### config.mk
export PLATFORM = sky130hd
export DESIGN_NAME = traffic_phase_sequencer_flat
export DESIGN_NICKNAME = d
export VERILOG_FILES = /design/src/rtl/traffic_phase_sequencer_if.sv /design/src/rtl/traffic_phase_sequencer.sv /design/src/flat_wrapper.sv
export SDC_FILE = /design/constraint.sdc
export NUM_CORES = 1
export LEC_CHECK = 0
export CAP_MARGIN = 25
export CORE_MARGIN = 1
export CORE_UTILIZATION = 55
export DETAILED_ROUTE_END_ITERATION = 12
export GPL_TIMING_DRIVEN = 0
export PLACE_DENSITY = 0.74
export SYNTH_ARGS = -nofsm -noshare
export SYNTH_HDL_FRONTEND = slang
export SYNTH_SLANG_ARGS = --single-unit
### constraint.sdc
create_clock -name clock -period 3.3 [get_ports clock]
set_input_delay 0.66 -clock clock [delete_from_list [all_inputs] [get_ports clock]]
set_output_delay 0.66 -clock clock [all_outputs]
set_load 0.03 [all_outputs]
### src/rtl/traffic_phase_sequencer_if.sv
// Bundle of the control inputs and display/lamp outputs of the traffic
// phase sequencer. Clock and reset stay plain ports on the module.
//   master : drives run/flash, observes lights, seconds, phase and tick
//   slave  : the sequencer itself
interface traffic_phase_sequencer_if;
    logic       run;             // 1 = prescaler advances
    logic       flash;           // night mode, both directions blink yellow
    logic [2:0] row_lights;      // {red,yellow,green}
    logic [2:0] column_lights;   // {red,yellow,green}
    logic [6:0] row_seconds;     // seconds left on the row light
    logic [6:0] column_seconds;  // seconds left on the column light
    logic [1:0] phase;           // current phase number
    logic       tick;            // one-cycle pulse per 1 s boundary

    modport master (
        output run,
        output flash,
        input  row_lights,
        input  column_lights,
        input  row_seconds,
        input  column_seconds,
        input  phase,
        input  tick
    );

    modport slave (
        input  run,
        input  flash,
        output row_lights,
        output column_lights,
        output row_seconds,
        output column_seconds,
        output phase,
        output tick
    );
endinterface

### src/rtl/traffic_phase_sequencer.sv
// Timing stage of the crossroads light controller: divides clock down to a
// 1 s tick and steps the four-phase row/column cycle
// (G_ROW -> Y_ROW -> G_COL -> Y_COL), producing one-hot lamp codes and the
// seconds left on each direction's light. Flash mode blinks both yellows.
// Ports:
//   clock  - system clock, rising edge
//   reset  - synchronous, active-high
//   bus    - slave modport: run, flash in; lights, seconds, phase, tick out
module traffic_phase_sequencer #(
    parameter int CLK_DIV     = 50_000_000,
    parameter int GREEN_TIME  = 28,
    parameter int YELLOW_TIME = 4
) (
    input  logic                           clock,
    input  logic                           reset,
    traffic_phase_sequencer_if.slave       bus
);
    localparam int               PRE_W      = $clog2(CLK_DIV);
    localparam logic [PRE_W-1:0] PRE_MAX    = PRE_W'(CLK_DIV - 1);
    localparam logic [6:0]       GREEN_SEC  = 7'(GREEN_TIME);
    localparam logic [6:0]       YELLOW_SEC = 7'(YELLOW_TIME);

    localparam logic [2:0] LAMP_RED    = 3'b100;
    localparam logic [2:0] LAMP_YELLOW = 3'b010;
    localparam logic [2:0] LAMP_GREEN  = 3'b001;
    localparam logic [2:0] LAMP_DARK   = 3'b000;

    typedef enum logic [1:0] {
        G_ROW = 2'd0,
        Y_ROW = 2'd1,
        G_COL = 2'd2,
        Y_COL = 2'd3
    } phase_t;

    logic [PRE_W-1:0] prescaler_reg, prescaler_next;
    phase_t           phase_reg, phase_next;
    logic [6:0]       sec_left_reg, sec_left_next;
    logic             blink_reg, blink_next;
    logic             flash_mode_reg, flash_mode_next;
    logic [2:0]       row_lights_reg, row_lights_next;
    logic [2:0]       column_lights_reg, column_lights_next;
    logic [6:0]       row_seconds_reg, row_seconds_next;
    logic [6:0]       column_seconds_reg, column_seconds_next;
    logic             tick_w;

    // Odd phases are the yellow phases.
    function automatic logic [6:0] duration(input phase_t p);
        return p[0] ? YELLOW_SEC : GREEN_SEC;
    endfunction

    always_ff @(posedge clock) begin
        if (reset) begin
            prescaler_reg      <= '0;
            phase_reg          <= G_ROW;
            sec_left_reg       <= GREEN_SEC;
            blink_reg          <= 1'b0;
            flash_mode_reg     <= 1'b0;
            row_lights_reg     <= LAMP_GREEN;
            column_lights_reg  <= LAMP_RED;
            row_seconds_reg    <= GREEN_SEC;
            column_seconds_reg <= GREEN_SEC + YELLOW_SEC;
        end else begin
            prescaler_reg      <= prescaler_next;
            phase_reg          <= phase_next;
            sec_left_reg       <= sec_left_next;
            blink_reg          <= blink_next;
            flash_mode_reg     <= flash_mode_next;
            row_lights_reg     <= row_lights_next;
            column_lights_reg  <= column_lights_next;
            row_seconds_reg    <= row_seconds_next;
            column_seconds_reg <= column_seconds_next;
        end
    end

    always_comb begin
        tick_w              = bus.run && (prescaler_reg == PRE_MAX);
        prescaler_next      = prescaler_reg;
        phase_next          = phase_reg;
        sec_left_next       = sec_left_reg;
        blink_next          = blink_reg;
        flash_mode_next     = flash_mode_reg;
        row_lights_next     = LAMP_RED;
        column_lights_next  = LAMP_RED;
        row_seconds_next    = '0;
        column_seconds_next = '0;

        if (bus.run) begin
            prescaler_next = tick_w ? '0 : prescaler_reg + PRE_W'(1);
        end

        if (bus.flash) begin
            // Phase and sec_left are frozen; the prescaler keeps pacing the blink.
            flash_mode_next = 1'b1;
            if (!flash_mode_reg) begin
                blink_next = 1'b1;
            end else if (tick_w) begin
                blink_next = ~blink_reg;
            end
        end else if (flash_mode_reg) begin
            // Leaving night mode restarts a clean cycle with a full first second.
            flash_mode_next = 1'b0;
            blink_next      = 1'b0;
            phase_next      = G_ROW;
            sec_left_next   = GREEN_SEC;
            prescaler_next  = '0;
        end else if (tick_w) begin
            if (sec_left_reg == 7'd1) begin
                phase_next    = phase_t'(phase_reg + 2'd1);
                sec_left_next = duration(phase_t'(phase_reg + 2'd1));
            end else begin
                sec_left_next = sec_left_reg - 7'd1;
            end
        end

        // Output decode from the next state so every output is a register.
        if (flash_mode_next) begin
            row_lights_next    = blink_next ? LAMP_YELLOW : LAMP_DARK;
            column_lights_next = blink_next ? LAMP_YELLOW : LAMP_DARK;
        end else begin
            row_seconds_next    = sec_left_next;
            column_seconds_next = sec_left_next;
            case (phase_next)
                G_ROW: begin
                    row_lights_next     = LAMP_GREEN;
                    // Red side waits through the following yellow as well.
                    column_seconds_next = sec_left_next + YELLOW_SEC;
                end
                Y_ROW: row_lights_next = LAMP_YELLOW;
                G_COL: begin
                    column_lights_next = LAMP_GREEN;
                    row_seconds_next   = sec_left_next + YELLOW_SEC;
                end
                default: column_lights_next = LAMP_YELLOW;
            endcase
        end
    end

    assign bus.tick           = tick_w;
    assign bus.phase          = phase_reg;
    assign bus.row_lights     = row_lights_reg;
    assign bus.column_lights  = column_lights_reg;
    assign bus.row_seconds    = row_seconds_reg;
    assign bus.column_seconds = column_seconds_reg;
endmodule

### src/flat_wrapper.sv
// flat-port wrapper written by rule: the top's interface ports become plain ports
module traffic_phase_sequencer_flat 
#(
    parameter int CLK_DIV     = 50_000_000,
    parameter int GREEN_TIME  = 28,
    parameter int YELLOW_TIME = 4
)
  (clock, reset, bus_run, bus_flash, bus_row_lights, bus_column_lights, bus_row_seconds, bus_column_seconds, bus_phase, bus_tick);
  traffic_phase_sequencer_if bus_i ();
  input  logic clock;
  input  logic reset;
  input wire logic [$bits(bus_i.run)-1:0] bus_run;
  input wire logic [$bits(bus_i.flash)-1:0] bus_flash;
  output wire logic [$bits(bus_i.row_lights)-1:0] bus_row_lights;
  output wire logic [$bits(bus_i.column_lights)-1:0] bus_column_lights;
  output wire logic [$bits(bus_i.row_seconds)-1:0] bus_row_seconds;
  output wire logic [$bits(bus_i.column_seconds)-1:0] bus_column_seconds;
  output wire logic [$bits(bus_i.phase)-1:0] bus_phase;
  output wire logic [$bits(bus_i.tick)-1:0] bus_tick;
  assign bus_i.run = bus_run;
  assign bus_i.flash = bus_flash;
  assign bus_row_lights = bus_i.row_lights;
  assign bus_column_lights = bus_i.column_lights;
  assign bus_row_seconds = bus_i.row_seconds;
  assign bus_column_seconds = bus_i.column_seconds;
  assign bus_phase = bus_i.phase;
  assign bus_tick = bus_i.tick;
  traffic_phase_sequencer #(.CLK_DIV(CLK_DIV), .GREEN_TIME(GREEN_TIME), .YELLOW_TIME(YELLOW_TIME)) u_core (.clock(clock), .reset(reset), .bus(bus_i));
endmodule
* Word level (Yosys, flattened, before mapping)
Index checks and enable logic that the tools add are counted.
** Operators by class
- Add/sub/neg operators :: 4
- Equal/unequal tests :: 4
- Multiplexer cells :: 27
- Bitwise operators :: 1
- Reductions and logical operators :: 4
** Operator list (count)
- 2-to-1 mux 26 bit :: 4
- 2-to-1 mux 7 bit :: 6
- adder 26 x 1 -> 26 bit (second input constant) :: 1
- equality test 26 bit (second input constant) :: 1
- case mux 3 bit (2 select lines) :: 2
- 2-to-1 mux 2 bit :: 5
- 2-to-1 mux 5 bit :: 2
- adder 7 x 3 -> 7 bit (second input constant) :: 1
- equality test 7 x 1 -> 1 bit (second input constant) :: 1
- subtractor 7 x 1 -> 7 bit (second input constant) :: 1
- 2-to-1 mux 3 bit :: 2
- 2-to-1 mux 6 bit :: 1
- 2-to-1 mux 1 bit :: 5
- OR reduction 2 bit :: 2
- adder 2 x 1 -> 2 bit (second input constant) :: 1
- equality test 2 x 1 -> 1 bit (second input constant) :: 1
- equality test 2 bit (second input constant) :: 1
- zero test 2 bit :: 1
- logical AND 1 bit :: 1
- NOT 1 bit :: 1
** Word-level totals
- Flip-flop bits (word level) :: 57
- Output and inout port bits :: 23

* Logic depth before layout (Yosys ltp)
Gate-level depths: netlist of run 1.
- Word-level depth :: 9
- Mapped depth :: 11
- Depth with buffers taken out :: 11

* Worst setup path before layout of run 1
No wires, ideal clock.
- Kind :: in2reg
- Start point :: in bus_run
- End point :: reg u_core.column_seconds_reg[3], in the netlist u_core.bus.column_seconds[3]
- Data arrival time :: 2863 ps
- Required time :: 3185 ps
- Path slack :: 322 ps
- Cell stages on the path :: 10
- Buffers on the path :: 3
- Cell sequence :: buf_2 -> nand4_2 -> or4_1 -> buf_2 -> or2_1 -> buf_6 -> o211a_4 -> ha_1 -> mux2_2 -> and2_1
** On the way
- Cells in the longest elaborated chain, start to end :: 6
- Elaborated cells between the ends (all ways) :: 10
- Classes of those cells :: add/sub: 1; mux: 7; reduce/logical: 2
** RTL lines
- from (decl) :: line flat_wrapper.sv:12 : input wire logic [$bits(bus_i.run)-1:0] bus_run;
- logical AND 1 bit :: line traffic_phase_sequencer.sv:76 : tick_w = bus.run && (prescaler_reg == PRE_MAX);
- 2-to-1 mux 7 bit :: line traffic_phase_sequencer.sv:106 : end else if (tick_w) begin
- 2-to-1 mux 7 bit :: line traffic_phase_sequencer.sv:99 : end else if (flash_mode_reg) begin
- 2-to-1 mux 7 bit :: line traffic_phase_sequencer.sv:91 : if (bus.flash) begin
- via u_core.sec_left_next[2] :: line traffic_phase_sequencer.sv:37 : logic [6:0] sec_left_reg, sec_left_next;
- adder 7 x 3 -> 7 bit :: line traffic_phase_sequencer.sv:126 : column_seconds_next = sec_left_next + YELLOW_SEC;
- 2-to-1 mux 7 bit :: line traffic_phase_sequencer.sv:122 : case (phase_next)
- to (signal assigned) :: line traffic_phase_sequencer.sv:61 : column_seconds_reg <= GREEN_SEC + YELLOW_SEC;
- to (signal assigned) :: line traffic_phase_sequencer.sv:71 : column_seconds_reg <= column_seconds_next;
- to (decl) :: line traffic_phase_sequencer.sv:43 : logic [6:0] column_seconds_reg, column_seconds_next;
The timed path passes the listed nets, and every way through them passes these cells.
A chain may end at the register's enable or synchronous reset.

* Worst setup path after layout of run 1
- Start point :: reg u_core.prescaler_reg[0]
- End point :: reg u_core.row_seconds_reg[4], in the netlist u_core.bus.row_seconds[4]
** On the way
- Cells in the longest elaborated chain, start to end :: 8
- Elaborated cells between the ends (all ways) :: 12
- Classes of those cells :: add/sub: 1; eq/ne: 2; mux: 8; reduce/logical: 1
** RTL lines
- from (decl) :: line traffic_phase_sequencer.sv:35 : logic [PRE_W-1:0] prescaler_reg, prescaler_next;
- from (signal assigned) :: line traffic_phase_sequencer.sv:63 : prescaler_reg <= prescaler_next;
- equality test 26 bit :: line traffic_phase_sequencer.sv:76
- logical AND 1 bit :: line traffic_phase_sequencer.sv:76
- 2-to-1 mux 7 bit :: line traffic_phase_sequencer.sv:106
- 2-to-1 mux 7 bit :: line traffic_phase_sequencer.sv:99
- 2-to-1 mux 7 bit :: line traffic_phase_sequencer.sv:91
- via u_core.sec_left_next[3] :: line traffic_phase_sequencer.sv:37
- adder 7 x 3 -> 7 bit :: line traffic_phase_sequencer.sv:131 : row_seconds_next = sec_left_next + YELLOW_SEC;
- 2-to-1 mux 7 bit :: line traffic_phase_sequencer.sv:122
- 2-to-1 mux 5 bit :: line traffic_phase_sequencer.sv:116 : if (flash_mode_next) begin
- to (signal assigned) :: line traffic_phase_sequencer.sv:70 : row_seconds_reg <= row_seconds_next;
- to (decl) :: line traffic_phase_sequencer.sv:42 : logic [6:0] row_seconds_reg, row_seconds_next;
The timed path passes the listed nets, and every way through them passes these cells.

==> results_dict.tcl, run 1 <==
set metrics [dict create \
    whs_ns 0.516 \
    drt_iter0_markers 123 \
    synth_edf_count 0 \
    end_kind "flip-flop" \
    synth_ff_type "dfxtp_1" \
    final_cell_area_um2 3240 \
    area.growth.synth_to_final_pct 16.2 \
    syn_nets 341 \
    antenna_found_initial 0 \
    reg2reg_depth 11 \
    ys.warnings.count 0 \
    drt_wl_total_um 6050 \
    fin_cells 432 \
    cts.sinks 55 \
    grt_pass1_wl_um 9800 \
    finClkSkew_ns 0.00494 \
    synthCells 333 \
    max_stage_delay_ns 0.48 \
    syn_area_per_cell_um2 8.37 \
    grt_use_total 0.239 \
    hpwl_um 4400 \
    cts_setup_buffers 0 \
    hold_path_class "flip-flop to flip-flop" \
    fin_util 0.677 \
    layout_common_cells "dfxtp_1 (55), nor2_1 (46), nand2_1 (28), clkdlybuf4s50_1 (24)" \
    drc_errors 0 \
    vias 2414 \
    ys_seq_area_frac 0.395 \
    cts_made_buffers 5 \
    ys_ff_latch 55 \
    die-height_um 73.2 \
    worstPathCellList "ha_1 -> and2_1 -> nand3_1 -> or4_1 -> clkbuf_1 -> a21oi_2 -> o21a_1 -> ha_1 -> a21boi_0 -> xor2_1 -> o21bai_1" \
    fmax_mhz 318 \
    clock_latency_ns 0.31 \
    drt-wirelength-per-cell_um 14.0 \
    critical_path.max_fanout 7 \
    report.final.slew_viol_count 0 \
    layout_commonest_cell "dfxtp_1" \
    hold_viol_final 0 \
    gr-total-overflow 0 \
    worstMarginPinSlew_ns 0.899 \
    fp.dieW_um 73.2 \
    path_buf_inv 1 \
    htreeDepth 2 \
    grt_pass1_vias 2134 \
    static-leakage-power_nw 1.14 \
    num_rows 25 \
    startpoint_type "flip-flop" \
    start_util 0.582 \
    fin_nets 372 \
    criticalPathCategory "flip-flop to flip-flop" \
    crit_family "compound AO/OA/AOI/OAI gates" \
    drive_above_1_share 0.0849 \
    cp_common_cell "ha_1" \
    coreArea_um2 4790 \
    min_period_ns 3.15 \
    path_depth 11 \
    io_pins 27 \
    portBuffers 24 \
    slew_headroom 0.395 \
    die-area_um2 5360 \
    max-cap-violations 0 \
    p_per_area_nw_per_um2 368 \
    clk_path_buf_depth 2 \
    dpl_cell_area_um2 3110 \
    viasPerCell 5.59 \
    dp.cells 424 \
    firstDrtPassIters 4 \
    synth_area_um2 2790 \
    rsz0062_at_grt "false" \
    largest_register_ffs 26 \
    async_flop_share 0 \
    cp_data_required_time_ns 3.49 \
    crit_arrival_ns 3.33 \
    place_congestion 0.965 \
    r2r_slack_ns 0.15 \
    ys_types 55 \
    antenna_cells 0 \
    status "finished, final reports clean" \
    cp_slowest_cell "or4_1" \
    clk_pin_slew_ns 0.10 \
    worst_ir_drop_vdd_v 0.000284 \
    finalSetupTns_ns 0 \
    cts_tree "built" \
    grt_max_degree 18 \
    root_buffer "clkbuf_8" \
    ant_nets 0 \
    hold_path_depth 2 \
    fin_crit_sh 0.953 \
    final-setup-viol-count 0 \
]
==> metal layers <==
layer / up-vias / part of all wire / GRT usage
li1: 1230 / - / -
met1: 1111 / 0.52 / 0.352
met2: 62 / 0.42 / 0.344
met3: 11 / 0.050 / 0.0428
met4: 0 / 0.016 / 0.0937
met5: - / 0 / 0
==> cell type report <==
| class | count | area, um2 |
|---|---|---|
| Multi-Input combinational cell | 253 | 1590 |
| Fill cell | 409 | 1550 |
| Sequential cell | 55 | 1100 |
| Timing Repair Buffer | 24 | 240 |
| Buffer | 18 | 85.1 |
| Tap cell | 67 | 83.8 |
| Clock buffer | 5 | 68.8 |
| Clock inverter | 3 | 43.8 |
| Inverter | 7 | 26.3 |
==> power breakdown <==
part	leakage (nW)	total (mW)	switching, mW	internal, mW
sequential	0.446	0.676	0.00424	0.672
clock	0.0581	0.448	0.222	0.226
combinational	0.634	0.0677	0.0454	0.0222
total	1.14	1.19	0.272	0.920
==> timing repair <==
item                                    4_1_cts  5_1_grt
hold buffers                                  0        0
endpoints found under the setup margin        0        6
resized for setup                             0        3
==> cells in the mapped netlist (all sizes together), types with 7 or more instances <==
| cell type | n | area share |
|---|---|---|
| clkbuf | 12 | 0.016 |
| o21ai | 8 | 0.014 |
| dfxtp | 55 | 0.39 |
| nand2 | 28 | 0.038 |
| nand4 | 12 | 0.029 |
| nor3 | 11 | 0.020 |
| xor2 | 15 | 0.047 |
| nor4 | 11 | 0.030 |
| nand3 | 14 | 0.025 |
| xnor2 | 16 | 0.050 |
| inv | 7 | 0.0094 |
| a21oi | 17 | 0.031 |
| nor2 | 46 | 0.062 |
==> through the flow <==
stage	setup WS (ns)	power, mW
global route	0.0168	1.23
CTS	0.0934	1.20
finish	0.154	1.19
detailed placement	-0.123	0.758
global placement	-0.133	0.758
floorplan	0.322	0.734
==> logic make-up after synthesis <==
| logic type | share of synthesized area |
|---|---|
| xor+xnor | 0.0974 |
| compound gates | 0.119 |
| flops | 0.395 |
| simple gates | 0.308 |
| fa+ha+maj | 0.0180 |
| buf+inv | 0.0399 |
| mux | 0.0224 |
==> path summary, 6_finish.rpt <==
| path | from | end |
|---|---|---|
| max reg2reg | u_core.prescaler_reg[0] | u_core.bus.row_seconds[4] |
| min reg2reg | u_core.prescaler_reg[1] | u_core.prescaler_reg[1] |
| min | u_core.prescaler_reg[1] | u_core.prescaler_reg[1] |
| max | u_core.prescaler_reg[0] | u_core.bus.row_seconds[4] |
==> tightest hold or removal path: stages (launching register included) <==
cell and delay, ns:
dfxtp_1 0.35, nand2b_1 0.08, a21oi_1 0.05
(Power assumes the default switching activity.)
==> run 2: changes to the inputs <==
--- a/config.mk
+++ b/config.mk
@@ -7,10 +7,10 @@
 export LEC_CHECK = 0
 export CAP_MARGIN = 25
 export CORE_MARGIN = 1
-export CORE_UTILIZATION = 55
+export CORE_UTILIZATION = 57
 export DETAILED_ROUTE_END_ITERATION = 12
 export GPL_TIMING_DRIVEN = 0
-export PLACE_DENSITY = 0.74
+export PLACE_DENSITY = 0.77
 export SYNTH_ARGS = -nofsm -noshare
 export SYNTH_HDL_FRONTEND = slang
 export SYNTH_SLANG_ARGS = --single-unit
==> results_dict.tcl, run 2 (synthesis gave the netlist of run 1 again) <==
set metrics [dict create \
    crit_arrival_ns 3.27 \
    fp.dieW_um 71.9 \
    gr-total-overflow 0 \
    start_util 0.590 \
    die-area_um2 5170 \
    coreArea_um2 4720 \
    max-cap-violations 0 \
    r2r_end "u_core.bus.row_seconds[4]" \
    drt-wirelength-per-cell_um 13.9 \
    num_rows 25 \
    slew_headroom 0.347 \
    antenna_cells 0 \
    die-height_um 71.9 \
    clock_latency_ns 0.31 \
    static-leakage-power_nw 1.12 \
    critical_path.max_fanout 8 \
    cp_data_required_time_ns 3.49 \
    power_mw 1.10 \
    startpoint_type "flip-flop" \
    min_from "u_core.prescaler_reg[1]" \
    r2r_slack_ns 0.22 \
    p_per_area_nw_per_um2 342 \
    ant_nets 0 \
    drt_wl_total_um 6030 \
    drive_above_1_share 0.0792 \
    crit-reg2reg-launch "u_core.prescaler_reg[8]" \
    htreeDepth 2 \
    worst_ir_drop_vdd_v 0.000228 \
    grt_max_degree 16 \
    clk_pin_slew_ns 0.09 \
    largest_register_ffs 26 \
    clk_path_buf_depth 2 \
    cts_tree "built" \
    portBuffers 24 \
    hold_viol_final 0 \
    io_pins 27 \
    final-setup-viol-count 0 \
    report.final.slew_viol_count 0 \
    status "finished, final reports clean" \
    antenna_found_initial 0 \
    grt_pass1_vias 2197 \
    fin_ws_ns 0.218 \
    finClkSkew_ns 0.00640 \
    viasPerCell 5.63 \
    root_buffer "clkbuf_8" \
    firstDrtPassIters 4 \
    place_congestion 0.925 \
    reg2reg_depth 11 \
    min_period_ns 3.08 \
    holdPathEnd "u_core.prescaler_reg[1]" \
    area.growth.synth_to_final_pct 15.2 \
    cts.sinks 55 \
    worstMarginPinSlew_ns 0.971 \
    grt_pass1_wl_um 10100 \
    criticalPathCategory "flip-flop to flip-flop" \
    layout_common_cells "dfxtp_1 (55), nor2_1 (46), nand2_1 (28), clkdlybuf4s50_1 (24)" \
    drc_errors 0 \
    hpwl_um 4490 \
    grt_use_total 0.248 \
    fin_nets 373 \
    fmax_mhz 324 \
    cts_made_buffers 5 \
    post-place-ws_ns -0.114 \
    drt_iter0_markers 187 \
    layout_commonest_cell "dfxtp_1" \
    hold_path_class "flip-flop to flip-flop" \
    hold_path_depth 2 \
    fin_crit_sh 0.934 \
    end_kind "flip-flop" \
    fillers 428 \
    vias 2436 \
]
-- run 2: changes by cell type in the layout (fill, tap and decap cells not counted), sizes merged --
cell    before  now
buf          6    7
clkbuf      17   19
bufinv       1    0
clkinv       2    1
-- run 2: area by class of cell --
class	instances	area, um2	share of cell area
clock inverters	1	5.00	0.00156
well taps	67	83.8	0.0261
multi-input cells	253	1590	0.494
plain buffers	18	85.1	0.0265
flip-flops and latches	55	1100	0.343
clock buffers	7	76.3	0.0238
repair buffers	25	248	0.0772
inverters	7	26.3	0.00818
-- run 2: critical path, stage by stage, from the launching register on --
cell      delay, ns
dfxtp_1        0.31
clkbuf_1       0.18
nor4b_1        0.38
nand2_1        0.13
or4_1          0.54
clkbuf_1       0.22
a21oi_2        0.25
o21a_1         0.20
ha_1           0.21
a21boi_0       0.23
xor2_1         0.22
o21bai_1       0.08
-- run 2: layer usage --
layer,GRT usage,wire length [um],vias to the layer above
met5,0,0,-
met4,0.105,138,0
met3,0.0417,270,13
li1,-,-,1229
met1,0.353,3040,1125
met2,0.373,2580,69
-- run 2: how the worst max path moves through the flow --
stage / from / to / slack, ns / cells after the start
after floorplan: bus_run / u_core.bus.column_seconds[3] / 0.32 / 10
after global placement: bus_run / u_core.bus.column_seconds[3] / -0.14 / 9
final: u_core.prescaler_reg[8] / u_core.bus.row_seconds[4] / 0.22 / 11
after detailed placement: bus_run / u_core.bus.column_seconds[3] / -0.11 / 9
after CTS: u_core.prescaler_reg[8] / u_core.bus.column_seconds[3] / 0.09 / 9
after global routing: u_core.prescaler_reg[8] / u_core.bus.row_seconds[4] / -0.005 / 11
-- run 2: through the flow --
| stage | hold WS [ns] | setup TNS (ns) | instance area [um2] | cells | utilization |
|---|---|---|---|---|---|
| floorplan | 0.473 | 0 | 2790 | 333 | - |
| global placement | 0.495 | -0.377 | 3110 | 424 | 0.659 |
| detailed placement | 0.505 | -0.287 | 3110 | 424 | 0.659 |
| CTS | 0.521 | 0 | 3190 | 432 | 0.676 |
| global route | 0.556 | -0.00516 | 3210 | 433 | 0.680 |
| finish | 0.522 | 0 | 3210 | 433 | 0.680 |
-- run 2: timing repair --
item,CTS,global route
hold buffers,0,0
setup endpoints to repair,0,6
resized for setup,0,2
setup buffers,0,1
-- run 2: where the power goes --
part / internal [mW] / switching, mW / total (mW)
combinational: 0.0229 / 0.0446 / 0.0675
clock: 0.150 / 0.206 / 0.355
sequential: 0.672 / 0.00423 / 0.676
total: 0.844 / 0.255 / 1.10
==> run 3: changes to the inputs <==
--- a/config.mk
+++ b/config.mk
@@ -11,6 +11,7 @@
 export DETAILED_ROUTE_END_ITERATION = 12
 export GPL_TIMING_DRIVEN = 0
 export PLACE_DENSITY = 0.77
+export SETUP_SLACK_MARGIN = 0.05
 export SYNTH_ARGS = -nofsm -noshare
 export SYNTH_HDL_FRONTEND = slang
 export SYNTH_SLANG_ARGS = --single-unit
==> results_dict.tcl, run 3 (synthesis gave the netlist of run 1 again) <==
set metrics [dict create \
    post-place-ws_ns -0.114 \
    fp.dieW_um 71.9 \
    crit_arrival_ns 3.19 \
    root_buffer "clkbuf_8" \
    antenna_cells 0 \
    end_kind "flip-flop" \
    drt_wl_total_um 6020 \
    portBuffers 24 \
    area.growth.synth_to_final_pct 15.4 \
    startpoint_type "flip-flop" \
    vias 2436 \
    clk_pin_slew_ns 0.09 \
    drt_iter0_markers 168 \
    antenna_found_initial 0 \
    p_comb_frac 0.061 \
    htreeDepth 2 \
    layout_commonest_cell "dfxtp_1" \
    clock_latency_ns 0.31 \
    min_period_ns 3.00 \
    worstMarginPinSlew_ns 0.952 \
    die-area_um2 5170 \
    fin_nets 373 \
    fin_crit_sh 0.910 \
    hold_viol_final 0 \
    io_pins 27 \
    die-height_um 71.9 \
    gr-total-overflow 0 \
    seqPwrFrac 0.615 \
    hold_path_class "flip-flop to flip-flop" \
    criticalPathCategory "flip-flop to flip-flop" \
    slew_headroom 0.360 \
    drt-wirelength-per-cell_um 13.9 \
    p_per_area_nw_per_um2 342 \
    num_rows 25 \
    status "finished, final reports clean" \
    cp_data_required_time_ns 3.49 \
    layout_common_cells "dfxtp_1 (55), nor2_1 (46), nand2_1 (28), clkdlybuf4s50_1 (24)" \
    start_util 0.590 \
    rsz0062_at_grt "false" \
    static-leakage-power_nw 1.13 \
    viasPerCell 5.63 \
    largest_register_ffs 26 \
    grt_max_degree 16 \
    internal_power_uw 844 \
    place_congestion 0.925 \
    ant_nets 0 \
    coreArea_um2 4720 \
    clock_power_share 0.323 \
    swShare 0.232 \
    fin_ws_ns 0.296 \
    report.final.slew_viol_count 0 \
    grt_pass1_vias 2197 \
    drc_errors 0 \
    p_sw_uw 255 \
    hpwl_um 4490 \
    power_mw 1.10 \
    grt_use_total 0.248 \
    fmax_mhz 333 \
    worst_ir_drop_vdd_v 0.000228 \
    critical_path.max_fanout 7 \
    finClkSkew_ns 0.00707 \
    cts_made_buffers 5 \
    clk_path_buf_depth 2 \
    cts_tree "built" \
    grt_pass1_wl_um 10100 \
    cts.sinks 55 \
    max-cap-violations 0 \
    drive_above_1_share 0.0820 \
    firstDrtPassIters 4 \
    final-setup-viol-count 0 \
]
[run 3: what timing repair did]
item                       in CTS  in global routing
setup endpoints to repair       0                  6
hold buffers                    0                  0
resized for setup               0                  3
buffers inserted                0                  1
[run 3: power groups by stage]
stage / Combinational [mW] / Clock [mW] / Sequential, mW
final: 0.0675 / 0.355 / 0.676
after global routing: 0.0740 / 0.387 / 0.677
after CTS: 0.0668 / 0.368 / 0.676
after detailed placement: 0.0665 / 0 / 0.692
after global placement: 0.0663 / 0 / 0.691
after floorplan: 0.0325 / 0 / 0.702
[run 3: path summary, 6_finish.rpt]
path | depth (start not counted) | end | slack, ns | from
max | 11 | u_core.bus.row_seconds[4] | 0.30 | u_core.prescaler_reg[0]
min | 2 | u_core.prescaler_reg[1] | 0.52 | u_core.prescaler_reg[1]
max reg2reg | 11 | u_core.bus.row_seconds[4] | 0.30 | u_core.prescaler_reg[0]
min reg2reg | 2 | u_core.prescaler_reg[1] | 0.52 | u_core.prescaler_reg[1]
[run 3: layout make-up]
class,count,area (um2)
Buffer,18,85.1
Clock buffer,7,76.3
Clock inverter,1,5.00
Fill cell,427,1510
Inverter,7,26.3
Multi-Input combinational cell,253,1590
Sequential cell,55,1100
Tap cell,67,83.8
Timing Repair Buffer,25,248
[run 3: stage by stage]
stage	area, um2	util	setup TNS (ns)	hold slack [ns]	cells
2_1_floorplan	2790	-	0	0.473	333
3_3_place_gp	3110	0.659	-0.377	0.495	424
3_5_place_dp	3110	0.659	-0.287	0.505	424
4_1_cts	3190	0.676	0	0.521	432
5_1_grt	3220	0.681	0	0.556	433
6_report	3220	0.681	0	0.521	433
[run 3: critical path, stage by stage, from the launching register on]
cell,delay [ns]
dfxtp_1,0.41
ha_1,0.24
and2_1,0.21
nand3_1,0.12
or4_1,0.49
clkbuf_1,0.22
a21oi_2,0.25
o21a_1,0.20
ha_1,0.21
a21boi_0,0.23
xor2_1,0.22
o21bai_1,0.08
[run 3: routing by layer]
layer / track usage / share of wire / wire (um)
met1: 0.353 / 0.50 / 3030
met2: 0.373 / 0.43 / 2600
met3: 0.0417 / 0.039 / 237
met4: 0.105 / 0.024 / 146
met5: 0 / 0 / 0
